File: src/rtl/music_seq_pkg.sv
// Shared types for the serial note sequencer: parser/player states, rest code, queued command.
package music_seq_pkg;

    localparam int unsigned CMD_TONE_MAX = 16;
    localparam int unsigned CMD_DUR_MAX  = 16;

    localparam logic [CMD_TONE_MAX-1:0] REST = '0;

    typedef enum logic {
        P_TONE,
        P_DUR
    } parse_state_t;

    typedef enum logic [1:0] {
        IDLE,
        LOAD,
        PLAY,
        GAP
    } play_state_t;

    // Fields are sized for the widest supported tone/duration; narrower codes are zero-extended.
    typedef struct packed {
        logic [CMD_TONE_MAX-1:0] tone;
        logic [CMD_DUR_MAX-1:0]  dur;
    } cmd_t;

endpackage

File: src/rtl/music_cmd_fifo.sv
// Synchronous command FIFO with registered read data and occupancy count.
module music_cmd_fifo #(
    parameter int unsigned WIDTH = 32,
    parameter int unsigned DEPTH = 16
) (
    input  logic                       clk,
    input  logic                       rst,
    input  logic                       clear,
    input  logic                       push,
    input  logic [WIDTH-1:0]           din,
    input  logic                       pop,
    output logic [WIDTH-1:0]           dout,
    output logic                       full,
    output logic                       empty,
    output logic [$clog2(DEPTH+1)-1:0] count
);

    localparam int unsigned AW    = $clog2(DEPTH);
    localparam int unsigned CNT_W = $clog2(DEPTH + 1);

    logic [WIDTH-1:0] mem [DEPTH];
    logic [AW-1:0]    wr_ptr;
    logic [AW-1:0]    rd_ptr;
    logic             do_pop;
    logic             do_push;

    assign full    = (count == CNT_W'(DEPTH));
    assign empty   = (count == '0);
    assign do_pop  = pop && !empty;
    // A full FIFO still accepts a push when a pop frees a slot in the same cycle.
    assign do_push = push && (!full || do_pop);

    always_ff @(posedge clk) begin
        if (do_push) begin
            mem[wr_ptr] <= din;
        end
    end

    always_ff @(posedge clk) begin
        if (rst || clear) begin
            wr_ptr <= '0;
            rd_ptr <= '0;
            count  <= '0;
            dout   <= '0;
        end else begin
            if (do_push) begin
                wr_ptr <= wr_ptr + 1'b1;
            end
            if (do_pop) begin
                dout   <= mem[rd_ptr];
                rd_ptr <= rd_ptr + 1'b1;
            end
            case ({do_push, do_pop})
                2'b10:   count <= count + 1'b1;
                2'b01:   count <= count - 1'b1;
                default: count <= count;
            endcase
        end
    end

endmodule

File: src/rtl/music_seq_player.sv
// Serial-fed note sequencer: {tone, dur} byte pairs are queued and played on a ms timebase.
module music_seq_player
    import music_seq_pkg::*;
#(
    parameter int unsigned CLK_FREQ   = 12000000,
    parameter int unsigned TONE_W     = 8,
    parameter int unsigned DUR_W      = 8,
    parameter int unsigned FIFO_DEPTH = 16,
    parameter int unsigned GAP_MS     = 10,
    parameter int unsigned RESYNC_MS  = 50
) (
    input  logic                            sys_clk,
    input  logic                            sys_rst,
    input  logic                            rx_valid,
    input  logic [7:0]                      rx_data,
    input  logic                            play_en,
    input  logic                            flush,
    output logic [TONE_W-1:0]               tone_out,
    output logic                            tone_en,
    output logic                            busy,
    output logic [$clog2(FIFO_DEPTH+1)-1:0] fifo_count,
    output logic                            overflow
);

    localparam int unsigned DIV      = CLK_FREQ / 1000;
    localparam int unsigned PRE_W    = (DIV > 1) ? $clog2(DIV) : 1;
    localparam int unsigned RS_W     = (RESYNC_MS > 1) ? $clog2(RESYNC_MS) : 1;
    localparam int unsigned RS_LAST  = (RESYNC_MS > 0) ? RESYNC_MS - 1 : 0;
    localparam int unsigned GAP_CW   = (GAP_MS > 1) ? $clog2(GAP_MS) : 1;
    localparam int unsigned GAP_LAST = (GAP_MS > 0) ? GAP_MS - 1 : 0;

    logic [PRE_W-1:0]        pre_cnt;
    logic                    tick;

    parse_state_t            parse_state, parse_next;
    logic [TONE_W-1:0]       tone_cap;
    logic [DUR_W-1:0]        dur_in;
    logic [RS_W-1:0]         rs_cnt;
    logic                    push_req;
    cmd_t                    cmd_in;

    play_state_t             play_state, play_next;
    logic                    pop_req;
    logic [CMD_TONE_MAX-1:0] tone_q;
    logic [CMD_DUR_MAX-1:0]  dur_cnt;
    logic [GAP_CW-1:0]       gap_cnt;

    cmd_t                    fifo_dout;
    logic                    fifo_full;
    logic                    fifo_empty;

    assign tick = (pre_cnt == PRE_W'(DIV - 1));

    always_ff @(posedge sys_clk) begin
        if (sys_rst || tick) begin
            pre_cnt <= '0;
        end else begin
            pre_cnt <= pre_cnt + 1'b1;
        end
    end

    assign dur_in      = DUR_W'(rx_data);
    assign cmd_in.tone = CMD_TONE_MAX'(tone_cap);
    assign cmd_in.dur  = CMD_DUR_MAX'(dur_in);

    always_comb begin
        parse_next = parse_state;
        push_req   = 1'b0;
        if (flush) begin
            parse_next = P_TONE;
        end else begin
            case (parse_state)
                P_TONE: if (rx_valid) parse_next = P_DUR;
                P_DUR: begin
                    if (rx_valid) begin
                        parse_next = P_TONE;
                        push_req   = (dur_in != '0);
                    end else if (tick && rs_cnt == RS_W'(RS_LAST)) begin
                        parse_next = P_TONE;
                    end
                end
                default: parse_next = P_TONE;
            endcase
        end
    end

    always_ff @(posedge sys_clk) begin
        if (sys_rst) begin
            parse_state <= P_TONE;
            tone_cap    <= '0;
            rs_cnt      <= '0;
        end else begin
            parse_state <= parse_next;
            if (!flush && rx_valid && parse_state == P_TONE) begin
                tone_cap <= TONE_W'(rx_data);
            end
            if (parse_state != P_DUR || rx_valid) begin
                rs_cnt <= '0;
            end else if (tick) begin
                rs_cnt <= rs_cnt + 1'b1;
            end
        end
    end

    music_cmd_fifo #(
        .WIDTH ($bits(cmd_t)),
        .DEPTH (FIFO_DEPTH)
    ) u_fifo (
        .clk   (sys_clk),
        .rst   (sys_rst),
        .clear (flush),
        .push  (push_req),
        .din   (cmd_in),
        .pop   (pop_req),
        .dout  (fifo_dout),
        .full  (fifo_full),
        .empty (fifo_empty),
        .count (fifo_count)
    );

    always_comb begin
        play_next = play_state;
        pop_req   = 1'b0;
        if (flush) begin
            play_next = IDLE;
        end else begin
            case (play_state)
                IDLE: begin
                    if (play_en && !fifo_empty) begin
                        pop_req   = 1'b1;
                        play_next = LOAD;
                    end
                end
                LOAD: play_next = PLAY;
                PLAY: begin
                    if (tick && play_en && dur_cnt == CMD_DUR_MAX'(1)) begin
                        play_next = (GAP_MS == 0) ? IDLE : GAP;
                    end
                end
                GAP: begin
                    if (tick && play_en && gap_cnt == GAP_CW'(GAP_LAST)) begin
                        play_next = IDLE;
                    end
                end
                default: play_next = IDLE;
            endcase
        end
    end

    always_ff @(posedge sys_clk) begin
        if (sys_rst) begin
            play_state <= IDLE;
            tone_q     <= '0;
            dur_cnt    <= '0;
            gap_cnt    <= '0;
        end else begin
            play_state <= play_next;
            if (play_state == LOAD && !flush) begin
                tone_q  <= fifo_dout.tone;
                dur_cnt <= fifo_dout.dur;
            end else if (play_state == PLAY && tick && play_en) begin
                dur_cnt <= dur_cnt - 1'b1;
            end
            if (play_state == PLAY) begin
                gap_cnt <= '0;
            end else if (play_state == GAP && tick && play_en) begin
                gap_cnt <= gap_cnt + 1'b1;
            end
        end
    end

    always_ff @(posedge sys_clk) begin
        if (sys_rst || flush) begin
            overflow <= 1'b0;
        end else if (push_req && fifo_full && !pop_req) begin
            overflow <= 1'b1;
        end
    end

    // tone_out keeps the last played code; tone_en alone gates sound.
    assign tone_out = tone_q[TONE_W-1:0];
    assign tone_en  = (play_state == PLAY) && play_en && !flush && (tone_q != REST);
    assign busy     = (play_state != IDLE);

endmodule
File: config.mk
export PLATFORM = sky130hd
export DESIGN_NAME = music_seq_player
export DESIGN_NICKNAME = d
export VERILOG_FILES = /design/src/rtl/music_seq_pkg.sv /design/src/rtl/music_cmd_fifo.sv /design/src/rtl/music_seq_player.sv
export SDC_FILE = /design/constraint.sdc
export NUM_CORES = 1
export LEC_CHECK = 0
export ABC_AREA = 1
export CAP_MARGIN = 20
export CORE_MARGIN = 5
export CORE_UTILIZATION = 57
export CTS_CLUSTER_SIZE = 14
export DETAILED_ROUTE_END_ITERATION = 10
export DONT_BUFFER_PORTS = 1
export HOLD_SLACK_MARGIN = 0.03
export PLACE_DENSITY = 0.83
export SYNTH_ARGS = -nofsm -noshare
export SYNTH_HDL_FRONTEND = slang
export SYNTH_SLANG_ARGS = --single-unit
File: constraint.sdc
create_clock -name sys_clk -period 2.5 [get_ports sys_clk]
set_clock_uncertainty 0.15 [all_clocks]
set_input_delay 0.5 -clock sys_clk [delete_from_list [all_inputs] [get_ports sys_clk]]
set_output_delay 0.5 -clock sys_clk [all_outputs]
set_load 0.1 [all_outputs]
==> flow_metrics.env, run 1 <==
export IMPL_outcome="finished, final reports clean"
export IMPL_hold_path_class="in -> reg"
export IMPL_drt_initial_drc_count=1487
export IMPL_highest_signal_layer="met4"
export IMPL_final_setup_viol_count=0
export IMPL_core_area_mm2=0.02511
export IMPL_critical_path_startpoint_type="flop"
export IMPL_clock_slew_at_the_register_clock_pins_of_the_worst_setup_and_hold_paths_ns=0.06
export IMPL_timing_reg2reg_worst_path_depth=11
export IMPL_sequentialPowerShare_pct=52.6
export IMPL_vdd_drop_max_v=0.0006056
export IMPL_holdPathStages=2
export IMPL_post_synth_top_area_cell="sky130_fd_sc_hd__edfxtp_1"
export IMPL_start_util_pct=57.70
export IMPL_ys_seq_area_share_pct=65.35
export IMPL_critical_path_required_ns=1.85
export IMPL_synth_top_cells_by_area="sky130_fd_sc_hd__edfxtp_1 53%, sky130_fd_sc_hd__dfxtp_1 12%, sky130_fd_sc_hd__nor2_1 7.6%"
export IMPL_finalCriticalPeriod_ns=2.443
export IMPL_cts_buffers_inserted=36
export IMPL_cts_max_level=2
export IMPL_antenna_violations_before_repair=0
export IMPL_power_report_internal_total_uw=9365
export IMPL_min_to="tone_cap[3]"
export IMPL_post_synthesis_sequential_element_count=345
export IMPL_worstSetupPathType="reg -> out"
export IMPL_swShare_pct=21.19
export IMPL_dr_total_vias=10710
export IMPL_cellPowerDensity_mw_per_mm2=712.0
export IMPL_syn_area_per_cell_um2=10.62
export IMPL_timing_hold_violations_final=0
export IMPL_syn_cell_area_mm2=0.01449
export IMPL_postRouteAntennaNets=0
export IMPL_period_share_pct=97.74
export IMPL_grt_total_usage_pct=24.69
export IMPL_place_hpwl_mm=21.90
export IMPL_worst_endpoint_arrival_ns=1.79
export IMPL_critical_path_cell_chain="inv_2 -> ha_1 -> nand3_1 -> a21oi_4 -> buf_12"
export IMPL_root_buffer="sky130_fd_sc_hd__clkbuf_16"
export IMPL_final_critical_path_setup_slack_ns=0.05658
export IMPL_tritoncts="built"
export IMPL_p_comb_share_pct=3.1
export IMPL_end_kind="output port"
export IMPL_critical_path_top_delay_family="flip-flops"
export IMPL_drive_above_1_share_pct=12.51
export IMPL_synthArstFlopShare_pct=0
export IMPL_yosys_cell_types_count=43
export IMPL_synth_edff_count=256
export IMPL_met3_wirelength_mm=3.539
export IMPL_critPathMaxStageDelay_ns=0.34
export IMPL_worstMarginPinSlew_ns=0.8916
export IMPL_maximum_number_of_pins_on_one_net_before_global_route_repair=131
export IMPL_drt_total_wl_mm=35.79
export IMPL_die_height_um=169.4
export IMPL_final_cell_area_mm2=0.01669
export IMPL_worstPathMaxFanout=4
export IMPL_clk_latency_ns=0.53
export IMPL_placed_cells=1693
export IMPL_placed_cell_area_mm2=0.01541
export IMPL_rrSetupSlack_ns=0.17
export IMPL_net_switching_power_uw=2518
export IMPL_num_fill_cells=1819
export IMPL_rsz0062_at_grt="true"
export IMPL_io_pin_count=29
export IMPL_clock_tree_sinks=345
export IMPL_final_max_slew_viol_count=0
export IMPL_setup_ws_pre_cts_ns=0.1426
export IMPL_buffer_and_inverter_count_on_the_worst_path=2
export IMPL_dominantRegCellSynth="sky130_fd_sc_hd__edfxtp_1"
export IMPL_die_x_um=169.4
export IMPL_cap_violations=0
export IMPL_final_cell_count_no_fill=1769
export IMPL_slew_headroom_pct=40.48
export IMPL_final_nets=1446
export IMPL_postCtsSetupBuffers=0
export IMPL_drt_pass1_iterations=5
export IMPL_wire_length_of_the_first_global_routing_pass_mm=55.90
export IMPL_synth_nets=1398
export IMPL_wirelength_per_cell_um=20.23
export IMPL_netlist_instances=1364
export IMPL_place_gp_congestion=0.8833
export IMPL_clock_share_of_power_pct=44.3
export IMPL_fmaxAchievable_mhz=409.3
export IMPL_regToRegEndpoint="u_fifo.mem[12][12]"
export IMPL_die_area_mm2=0.02871
export IMPL_drc=0
export IMPL_port_buffer_count=0
export IMPL_power_uw=11880
export IMPL_antenna_cells=0
export IMPL_min_delay_start="rx_data[3]"
export IMPL_via_count_of_the_first_global_routing_pass=10470
export IMPL_grt_overflow_total=0
export IMPL_area_growth_syn_to_layout_pct=15.19
export IMPL_clk_path_buf_depth=3
export IMPL_routed_via_density=6.054
export IMPL_postLayoutCoreUtil_pct=66.47
export IMPL_synth_warnings=0
export IMPL_top_cell_type_s_share_of_synthesized_area_pct=53.06
export IMPL_power_leakage_uw=0.005863
export IMPL_met1_length_mm=13.60
export IMPL_slowest_stage="sky130_fd_sc_hd__dfxtp_1"
export IMPL_met2WireLength_mm=17.25
export IMPL_core_rows=58
export IMPL_crit_reg2reg_launch="play_state[0]"
state kept, by name, indices dropped and copies added, names as in the netlist:
| name | count |
|---|---|
| u_fifo.mem | 256 |
| play_state | 2 |
| rs_cnt | 6 |
| overflow | 1 |
| pre_cnt | 14 |
| u_fifo.dout | 16 |
| parse_state | 1 |
| gap_cnt | 4 |
| u_fifo.rd_ptr | 4 |
| dur_cnt | 16 |
| tone_q | 8 |
| u_fifo.wr_ptr | 4 |
| tone_cap | 8 |
| u_fifo.count | 5 |
cells by family after synthesis:
group,share of synthesized area (%)
simple gates,15.43
buf+inv,4.413
flops,65.35
xor+xnor,0.7858
compound gates,12.15
fa+ha+maj,1.865
Yosys cell counts (5+ instances only):
cell type / n
sky130_fd_sc_hd__o21ai_0: 162
sky130_fd_sc_hd__a21oi_1: 51
sky130_fd_sc_hd__xor2_1: 8
sky130_fd_sc_hd__o21a_1: 14
sky130_fd_sc_hd__nor3_1: 6
sky130_fd_sc_hd__buf_2: 23
sky130_fd_sc_hd__nor2_1: 293
sky130_fd_sc_hd__dfxtp_1: 89
sky130_fd_sc_hd__o211ai_1: 64
sky130_fd_sc_hd__xnor2_1: 5
sky130_fd_sc_hd__nand2_2: 5
sky130_fd_sc_hd__ha_1: 20
sky130_fd_sc_hd__inv_1: 81
sky130_fd_sc_hd__clkbuf_1: 31
sky130_fd_sc_hd__nand4_1: 10
sky130_fd_sc_hd__nand2_1: 108
sky130_fd_sc_hd__edfxtp_1: 256
sky130_fd_sc_hd__nand3_1: 77
per-layer routing:
layer | GRT usage [%] | vias up
li1 | - | 4870
met1 | 32.35 | 5115
met2 | 41.68 | 599
met3 | 4.146 | 125
met4 | 9.380 | 0
met5 | 0 | -
final cells by class:
type | count | area [um2] | share of cell area (%)
clock buffer | 48 | 967.2 | 5.795
clock inverter | 17 | 193.9 | 1.162
inverter | 86 | 332.8 | 1.994
multi-input combinational | 867 | 4584 | 27.47
sequential | 345 | 9484 | 56.83
tap | 330 | 412.9 | 2.474
timing repair buffer | 76 | 714.4 | 4.281
worst max path at each step:
stage	cells past startpoint	end	from	slack, ns
detailed placement	11	u_fifo.mem[10][11]	play_state[0]	0.14
CTS	5	tone_en	play_state[0]	0.03
global placement	16	u_fifo.count[4]	rx_data[4]	0.21
floorplan	10	u_fifo.mem[10][0]	play_state[1]	-0.21
global route	5	tone_en	play_state[0]	-0.02
finish	5	tone_en	play_state[0]	0.06
cells in the final DEF, fill, tap and decap left out, drive strengths merged, types with 8 or more instances in the layout:
| master | instances |
|---|---|
| xor2 | 8 |
| dlygate4sd3 | 11 |
| o21ai | 166 |
| clkbuf | 48 |
| clkinv | 11 |
| nand3 | 80 |
| edfxtp | 256 |
| o211ai | 64 |
| inv | 86 |
| o21a | 14 |
| nand2 | 114 |
| buf | 65 |
| dfxtp | 89 |
| nand4 | 11 |
| nor2 | 299 |
| ha | 20 |
| a21oi | 51 |
power by group through the flow:
stage                     sequential [uW]  combinational [uW]  clock [uW]
after floorplan                      6370                 217           0
after global placement               6370                 309           0
after detailed placement             6370                 317           0
after CTS                            6250                 366        5310
after global routing                 6250                 403        5560
final                                6250                 369        5260
metrics by stage:
step / hold WS, ns / TNS [ns]
2_1_floorplan: 0.2676 / -37.81
3_3_place_gp: 0.2793 / 0
3_5_place_dp: 0.2929 / 0
4_1_cts: 0.03194 / 0
5_1_grt: 0.05621 / -0.02032
6_report: 0.04324 / 0
timing repair:
item	CTS	global route
endpoints found under the hold margin	143	0
hold buffers	11	0
resized for setup	0	3
endpoints found under the setup margin	0	43
Power figures use the tool's default switching activity.
==> run 2: changes to the inputs <==
--- a/config.mk
+++ b/config.mk
@@ -8,12 +8,13 @@
 export ABC_AREA = 1
 export CAP_MARGIN = 20
 export CORE_MARGIN = 5
-export CORE_UTILIZATION = 57
+export CORE_UTILIZATION = 59
 export CTS_CLUSTER_SIZE = 14
 export DETAILED_ROUTE_END_ITERATION = 10
 export DONT_BUFFER_PORTS = 1
 export HOLD_SLACK_MARGIN = 0.03
-export PLACE_DENSITY = 0.83
+export PLACE_DENSITY_LB_ADDON = 0.08
 export SYNTH_ARGS = -nofsm -noshare
 export SYNTH_HDL_FRONTEND = slang
+export SYNTH_HIERARCHICAL = 1
 export SYNTH_SLANG_ARGS = --single-unit
==> flow_metrics.env, run 2 <==
export IMPL_clock_tree_sinks=625
export IMPL_synth_edff_count=512
export IMPL_synth_most_common_cell="sky130_fd_sc_hd__nand2_1"
export IMPL_worstPathMaxFanout=5
export IMPL_ys_seq_area_share_pct=64.75
export IMPL_regMostFlops="u_fifo/mem"
export IMPL_top_cell_type_s_share_of_synthesized_area_pct=56.45
export IMPL_critical_path_startpoint_type="flop"
export IMPL_cellPowerDensity_mw_per_mm2=655.4
export IMPL_port_buffer_count=0
export IMPL_final_max_slew_viol_count=0
export IMPL_via_count_of_the_first_global_routing_pass=18750
export IMPL_power_leakage_uw=0.01340
export IMPL_antenna_cells=0
export IMPL_drt_pass1_iterations=6
export IMPL_area_growth_syn_to_layout_pct=16.56
export IMPL_commonest_cells_after_routing_fill_and_taps_aside="775 x sky130_fd_sc_hd__nand2_1, 512 x sky130_fd_sc_hd__edfxtp_1, 389 x sky130_fd_sc_hd__nand3_1"
export IMPL_worstMarginPinSlew_ns=0.7577
export IMPL_hold_path_class="in -> reg"
export IMPL_synth_warnings=6
export IMPL_die_area_mm2=0.05056
export IMPL_post_synthesis_sequential_element_count=625
export IMPL_timing_hold_violations_final=0
export IMPL_cts_buffers_inserted=61
export IMPL_wirelength_per_cell_um=17.37
export IMPL_synthTopCellsByCount="777 x sky130_fd_sc_hd__nand2_1, 512 x sky130_fd_sc_hd__edfxtp_1, 390 x sky130_fd_sc_hd__nand3_1"
export IMPL_place_hpwl_mm=38.56
export IMPL_synth_simple_area_share_pct=22.17
export IMPL_die_x_um=224.9
export IMPL_post_synth_top_area_cell="sky130_fd_sc_hd__edfxtp_1"
export IMPL_final_setup_viol_count=0
export IMPL_rsz0062_at_grt="true"
export IMPL_place_gp_congestion=0.8324
export IMPL_root_buffer="sky130_fd_sc_hd__clkbuf_16"
export IMPL_clk_path_buf_depth=3
export IMPL_yosys_cell_types_count=44
export IMPL_met1_length_mm=26.47
export IMPL_die_height_um=224.9
export IMPL_core_rows=78
export IMPL_end_kind="output port"
export IMPL_netlist_instances=2768
export IMPL_postLayoutCoreUtil_pct=69.81
export IMPL_start_util_pct=59.89
export IMPL_period_share_pct=99.40
export IMPL_worst_endpoint_arrival_ns=1.84
export IMPL_cts_max_level=2
export IMPL_final_nets=3095
export IMPL_largest_reg_flops=512
export IMPL_dominantRegCellSynth="sky130_fd_sc_hd__edfxtp_1"
export IMPL_routed_via_density=5.165
export IMPL_grt_total_usage_pct=25.84
export IMPL_num_fill_cells=3446
export IMPL_highest_signal_layer="met5"
export IMPL_synth_compound_area_share_pct=2.889
export IMPL_maximum_number_of_pins_on_one_net_before_global_route_repair=109
export IMPL_drive_above_1_share_pct=8.352
export IMPL_fmaxAchievable_mhz=402.4
export IMPL_layout_cells_most_common="sky130_fd_sc_hd__nand2_1"
export IMPL_clock_slew_at_the_register_clock_pins_of_the_worst_setup_and_hold_paths_ns=0.06
export IMPL_grt_overflow_total=0
export IMPL_critPathMaxStageDelay_ns=0.32
export IMPL_syn_cell_area_mm2=0.02724
export IMPL_clk_latency_ns=0.62
export IMPL_synth_top_cells_by_area="sky130_fd_sc_hd__edfxtp_1 56%, sky130_fd_sc_hd__nand2_1 11%, sky130_fd_sc_hd__dfxtp_1 8.3%"
export IMPL_synthArstFlopShare_pct=0
export IMPL_post_synth_mux_area_share_pct=0.1102
export IMPL_critical_path_required_ns=1.85
export IMPL_met2WireLength_mm=31.60
export IMPL_finalCriticalPeriod_ns=2.485
export IMPL_drt_initial_drc_count=1875
export IMPL_drt_total_wl_mm=64.51
export IMPL_antenna_violations_before_repair=1
export IMPL_critical_path_cell_chain="inv_2 -> buf_4 -> ha_4 -> nand3_4 -> a41oi_4 -> buf_12"
export IMPL_dr_total_vias=19180
export IMPL_postRouteAntennaNets=0
export IMPL_reg_top3="u_fifo/mem (512), u_fifo/dout (32)"
export IMPL_synth_xor_area_share_pct=0.4502
export IMPL_setup_ws_pre_cts_ns=-0.1691
export IMPL_core_area_mm2=0.04548
export IMPL_wire_length_of_the_first_global_routing_pass_mm=102.8
export IMPL_share_of_synthesized_cell_area_in_full_adder_half_adder_and_majority_cells_pct=0.9463
export IMPL_drc=0
export IMPL_vdd_drop_max_v=0.0005831
export IMPL_io_pin_count=29
export IMPL_worstSetupPathType="reg -> out"
export IMPL_outcome="finished, final reports clean"
export IMPL_final_critical_path_setup_slack_ns=0.01493
export IMPL_dominant_combinational_cell_family_by_area_after_synthesis="simple AND/OR/NAND/NOR gates"
export IMPL_slew_headroom_pct=49.42
export IMPL_met3_wirelength_mm=4.707
export IMPL_cap_violations=0
export IMPL_slowest_stage="sky130_fd_sc_hd__dfxtp_2"
export IMPL_tritoncts="built"
export IMPL_syn_area_per_cell_um2=9.840
## run 2: power breakdown
part | internal, uW | switching, uW | total (uW) | leakage (uW)
registers | 11300 | 58.9 | 11300 | 0.00554
clock network | 5310 | 3780 | 9090 | 0.000961
logic | 110 | 269 | 379 | 0.00689
## run 2: metal layers
metal,GRT usage [%],up-vias
met5,0,-
met4,7.720,2
met3,4.216,123
met2,43.58,647
met1,34.96,9059
li1,-,9346
## run 2: worst max-delay path: cells and delay by family, from the launching register on
kind                     cells  cell delay (ns)
AND/OR/NAND/NOR              1             0.11
adder cells (fa/ha/maj)      1             0.16
AO/OA/AOI/OAI                1             0.22
buffers and inverters        3             0.40
flip-flops                   1             0.32
## run 2: area by class of cell
class	instances	area (um2)	share of cell area [%]
Sequential cell	625	17650	55.61
Multi-Input combinational cell	1872	8427	26.54
Clock buffer	91	1742	5.486
Timing Repair Buffer	116	1468	4.623
Inverter	386	1461	4.603
Tap cell	600	750.7	2.365
Clock inverter	23	245.2	0.7724
## run 2: timing repair
item / CTS / global route
pin swaps: 4 / 1
endpoints found under the hold margin: 154 / 0
hold buffers: 13 / 0
buffers inserted: 3 / 0
resized for setup: 8 / 5
setup endpoints to repair: 49 / 3
## run 2: path summary, 6_finish.rpt
kind,depth (start not counted),from,to,slack (ns)
setup / recovery,6,play_state[0],tone_en,0.01
hold / removal,3,flush,overflow,0.08
setup reg to reg,10,play_state[1],u_fifo/mem[10][29],0.10
hold reg to reg,1,pre_cnt[0],pre_cnt[0],0.31
## run 2: cell families (layout without fill, tap and decap cells)
group | count (synthesis) | after routing
DFF | 625 | 625
AOI/OAI and AO/OA | 145 | 145
muxes | 3 | 3
buffers and inverters | 526 | 616
adders and majority gates | 20 | 20
other | 1 | 256
and+or+nand+nor | 1434 | 1434
xor gates and xnor gates | 14 | 14
## run 2: through the flow
step	hold WS (ns)	power, uW	std cells	TNS, ns	area, um2
5_1_grt	0.08049	21510	3713	-0.04290	31750
2_1_floorplan	0.2676	11770	3023	-170.55	28370
4_1_cts	0.04680	20960	3713	-0.03250	31730
3_3_place_gp	0.2781	11860	3575	-93.13	29310
3_5_place_dp	0.3019	11870	3583	-8.124	29500
6_report	0.07807	20810	3713	0	31750
==> run 3: changes to the inputs <==
--- a/config.mk
+++ b/config.mk
@@ -18,3 +18,4 @@
 export SYNTH_HDL_FRONTEND = slang
 export SYNTH_HIERARCHICAL = 1
 export SYNTH_SLANG_ARGS = --single-unit
+export TNS_END_PERCENT = 5
==> constraint.sdc (replaced) <==
create_clock -name sys_clk -period 2.5 [get_ports sys_clk]
set_clock_uncertainty 0.15 [all_clocks]
set_input_delay 0.375 -clock sys_clk [delete_from_list [all_inputs] [get_ports sys_clk]]
set_output_delay 0.375 -clock sys_clk [all_outputs]
set_load 0.1 [all_outputs]
==> flow_metrics.env, run 3 (synthesis gave the netlist of run 2 again) <==
export IMPL_outcome="finished, final reports clean"
export IMPL_dr_total_vias=19120
export IMPL_hold_path_class="in -> reg"
export IMPL_min_to="play_state[1]"
export IMPL_worstPathMaxFanout=21
export IMPL_holdPathStages=5
export IMPL_cts_buffers_inserted=66
export IMPL_slew_headroom_pct=39.93
export IMPL_setup_ws_pre_cts_ns=-0.2796
export IMPL_num_fill_cells=3394
export IMPL_die_area_mm2=0.05056
export IMPL_drive_above_1_share_pct=8.537
export IMPL_tritoncts="built"
export IMPL_final_max_slew_viol_count=0
export IMPL_end_kind="flop"
export IMPL_drt_total_wl_mm=64.54
export IMPL_root_buffer="sky130_fd_sc_hd__clkbuf_16"
export IMPL_antenna_violations_before_repair=1
export IMPL_critical_path_required_ns=2.62
export IMPL_largest_reg_flops=512
export IMPL_place_hpwl_mm=38.12
export IMPL_die_x_um=224.9
export IMPL_power_uw=21190
export IMPL_cp_startpoint="play_state[1]"
export IMPL_fmaxAchievable_mhz=410.2
export IMPL_grt_overflow_total=0
export IMPL_cts_max_level=3
export IMPL_clock_tree_sinks=625
export IMPL_final_setup_viol_count=0
export IMPL_critical_path_startpoint_type="flop"
export IMPL_rrSetupSlack_ns=0.06
export IMPL_timing_setup_tns_ns=0
export IMPL_clk_latency_ns=0.59
export IMPL_commonest_cells_after_routing_fill_and_taps_aside="772 x sky130_fd_sc_hd__nand2_1, 512 x sky130_fd_sc_hd__edfxtp_1, 389 x sky130_fd_sc_hd__nand3_1"
export IMPL_wirelength_per_cell_um=17.37
export IMPL_port_buffer_count=0
export IMPL_power_leakage_uw=0.01348
export IMPL_rsz0062_at_grt="true"
export IMPL_grt_total_usage_pct=25.72
export IMPL_core_rows=78
export IMPL_finalCriticalPeriod_ns=2.438
export IMPL_min_delay_start="play_en"
export IMPL_vdd_drop_max_v=0.0005259
export IMPL_final_nets=3098
export IMPL_place_gp_congestion=0.8318
export IMPL_clock_slew_at_the_register_clock_pins_of_the_worst_setup_and_hold_paths_ns=0.06
export IMPL_period_share_pct=97.50
export IMPL_drt_initial_drc_count=1561
export IMPL_slowest_stage="sky130_fd_sc_hd__nor2_4"
export IMPL_timing_hold_violations_final=0
export IMPL_area_growth_syn_to_layout_pct=16.79
export IMPL_layout_cells_most_common="sky130_fd_sc_hd__nand2_1"
export IMPL_drt_pass1_iterations=6
export IMPL_antenna_cells=0
export IMPL_crit_reg2reg_launch="play_state[1]"
export IMPL_core_area_mm2=0.04548
export IMPL_final_hold_worst_slack_ns=0.05771
export IMPL_reg_top3="u_fifo/mem (512), u_fifo/dout (32)"
export IMPL_die_height_um=224.9
export IMPL_io_pin_count=29
export IMPL_drc=0
export IMPL_worstMarginPinSlew_ns=0.9001
export IMPL_critical_path_cell_chain="inv_2 -> ha_4 -> clkinvlp_4 -> nor3_4 -> o21ai_4 -> inv_4 -> nand2_4 -> nor2_4 -> buf_12"
export IMPL_start_util_pct=59.89
export IMPL_worst_endpoint_arrival_ns=2.56
export IMPL_cellPowerDensity_mw_per_mm2=666.3
export IMPL_register_area_mm2=0.01765
export IMPL_multiInputGateArea_mm2=0.008407
export IMPL_maximum_number_of_pins_on_one_net_before_global_route_repair=87
export IMPL_clk_path_buf_depth=3
export IMPL_critPathMaxStageDelay_ns=0.44
export IMPL_postRouteAntennaNets=0
export IMPL_regMostFlops="u_fifo/mem"
export IMPL_via_count_of_the_first_global_routing_pass=18630
export IMPL_final_critical_path_setup_slack_ns=0.06244
export IMPL_routed_via_density=5.146
export IMPL_wire_length_of_the_first_global_routing_pass_mm=101.4
export IMPL_worstSetupPathType="reg -> reg"
export IMPL_cap_violations=0
export IMPL_regToRegEndpoint="u_fifo/mem[1][8]"
export IMPL_timing_reg2reg_worst_path_depth=9
run 3: changes by cell type in the layout (fill, tap and decap cells not counted), sizes merged:
cell      previous run  this run
bufinv               5         2
clkbuf              91       102
clkinvlp             3         1
buf                103       101
clkinv              19        17
inv                382       383
run 3: critical path: cells and delay by family, from the launching register on:
family / cells / cell delay (ns)
AOI/OAI and AO/OA: 1 / 0.11
DFF: 1 / 0.32
and+or+nand+nor: 3 / 0.80
buffers and inverters: 4 / 0.56
adders and majority gates: 1 / 0.15
run 3: worst max-delay path by stage:
stage,end,slack [ns]
finish,u_fifo/mem[1][8],0.06
global route,u_fifo/mem[1][8],-0.02
CTS,u_fifo/mem[1][8],-0.30
detailed placement,u_fifo/mem[1][31],-0.28
global placement,u_fifo/mem[10][30],-0.32
floorplan,u_fifo/mem[11][0],-0.31
run 3: metrics by stage:
stage               std cells  utilization (%)  cell area [um2]
finish                   3716            69.95            31810
global route             3716            69.95            31810
CTS                      3712            69.71            31700
detailed placement       3580            64.78            29460
global placement         3575            64.56            29360
floorplan                3023                -            28390
run 3: per-layer routing:
metal | vias up | wire [um] | GRT usage, %
li1 | 9359 | - | -
met1 | 8997 | 27050 | 34.56
met2 | 632 | 31340 | 43.18
met3 | 133 | 3994 | 3.315
met4 | 0 | 2153 | 9.939
met5 | - | 0 | 0
run 3: layout make-up:
cell class | instances | area share (%)
timing repair buffer | 114 | 4.496
sequential | 625 | 55.50
clock buffer | 102 | 6.203
inverter | 386 | 4.602
tap | 600 | 2.360
multi-input combinational | 1872 | 26.43
clock inverter | 17 | 0.4130
run 3: power breakdown:
part / leakage, uW / switching, uW / total (uW) / internal [uW]
clock: 0.00103 / 3840 / 9470 / 5630
combinational: 0.00690 / 278 / 381 / 103
sequential: 0.00554 / 56.5 / 11300 / 11300
run 3: repair_timing:
action                                  4_1_cts  5_1_grt
buffers inserted                              0        2
hold buffers                                 13        0
hold endpoints to repair                    181        0
resized for setup                             2        7
endpoints found under the setup margin      103      129
pin swaps                                     4        2
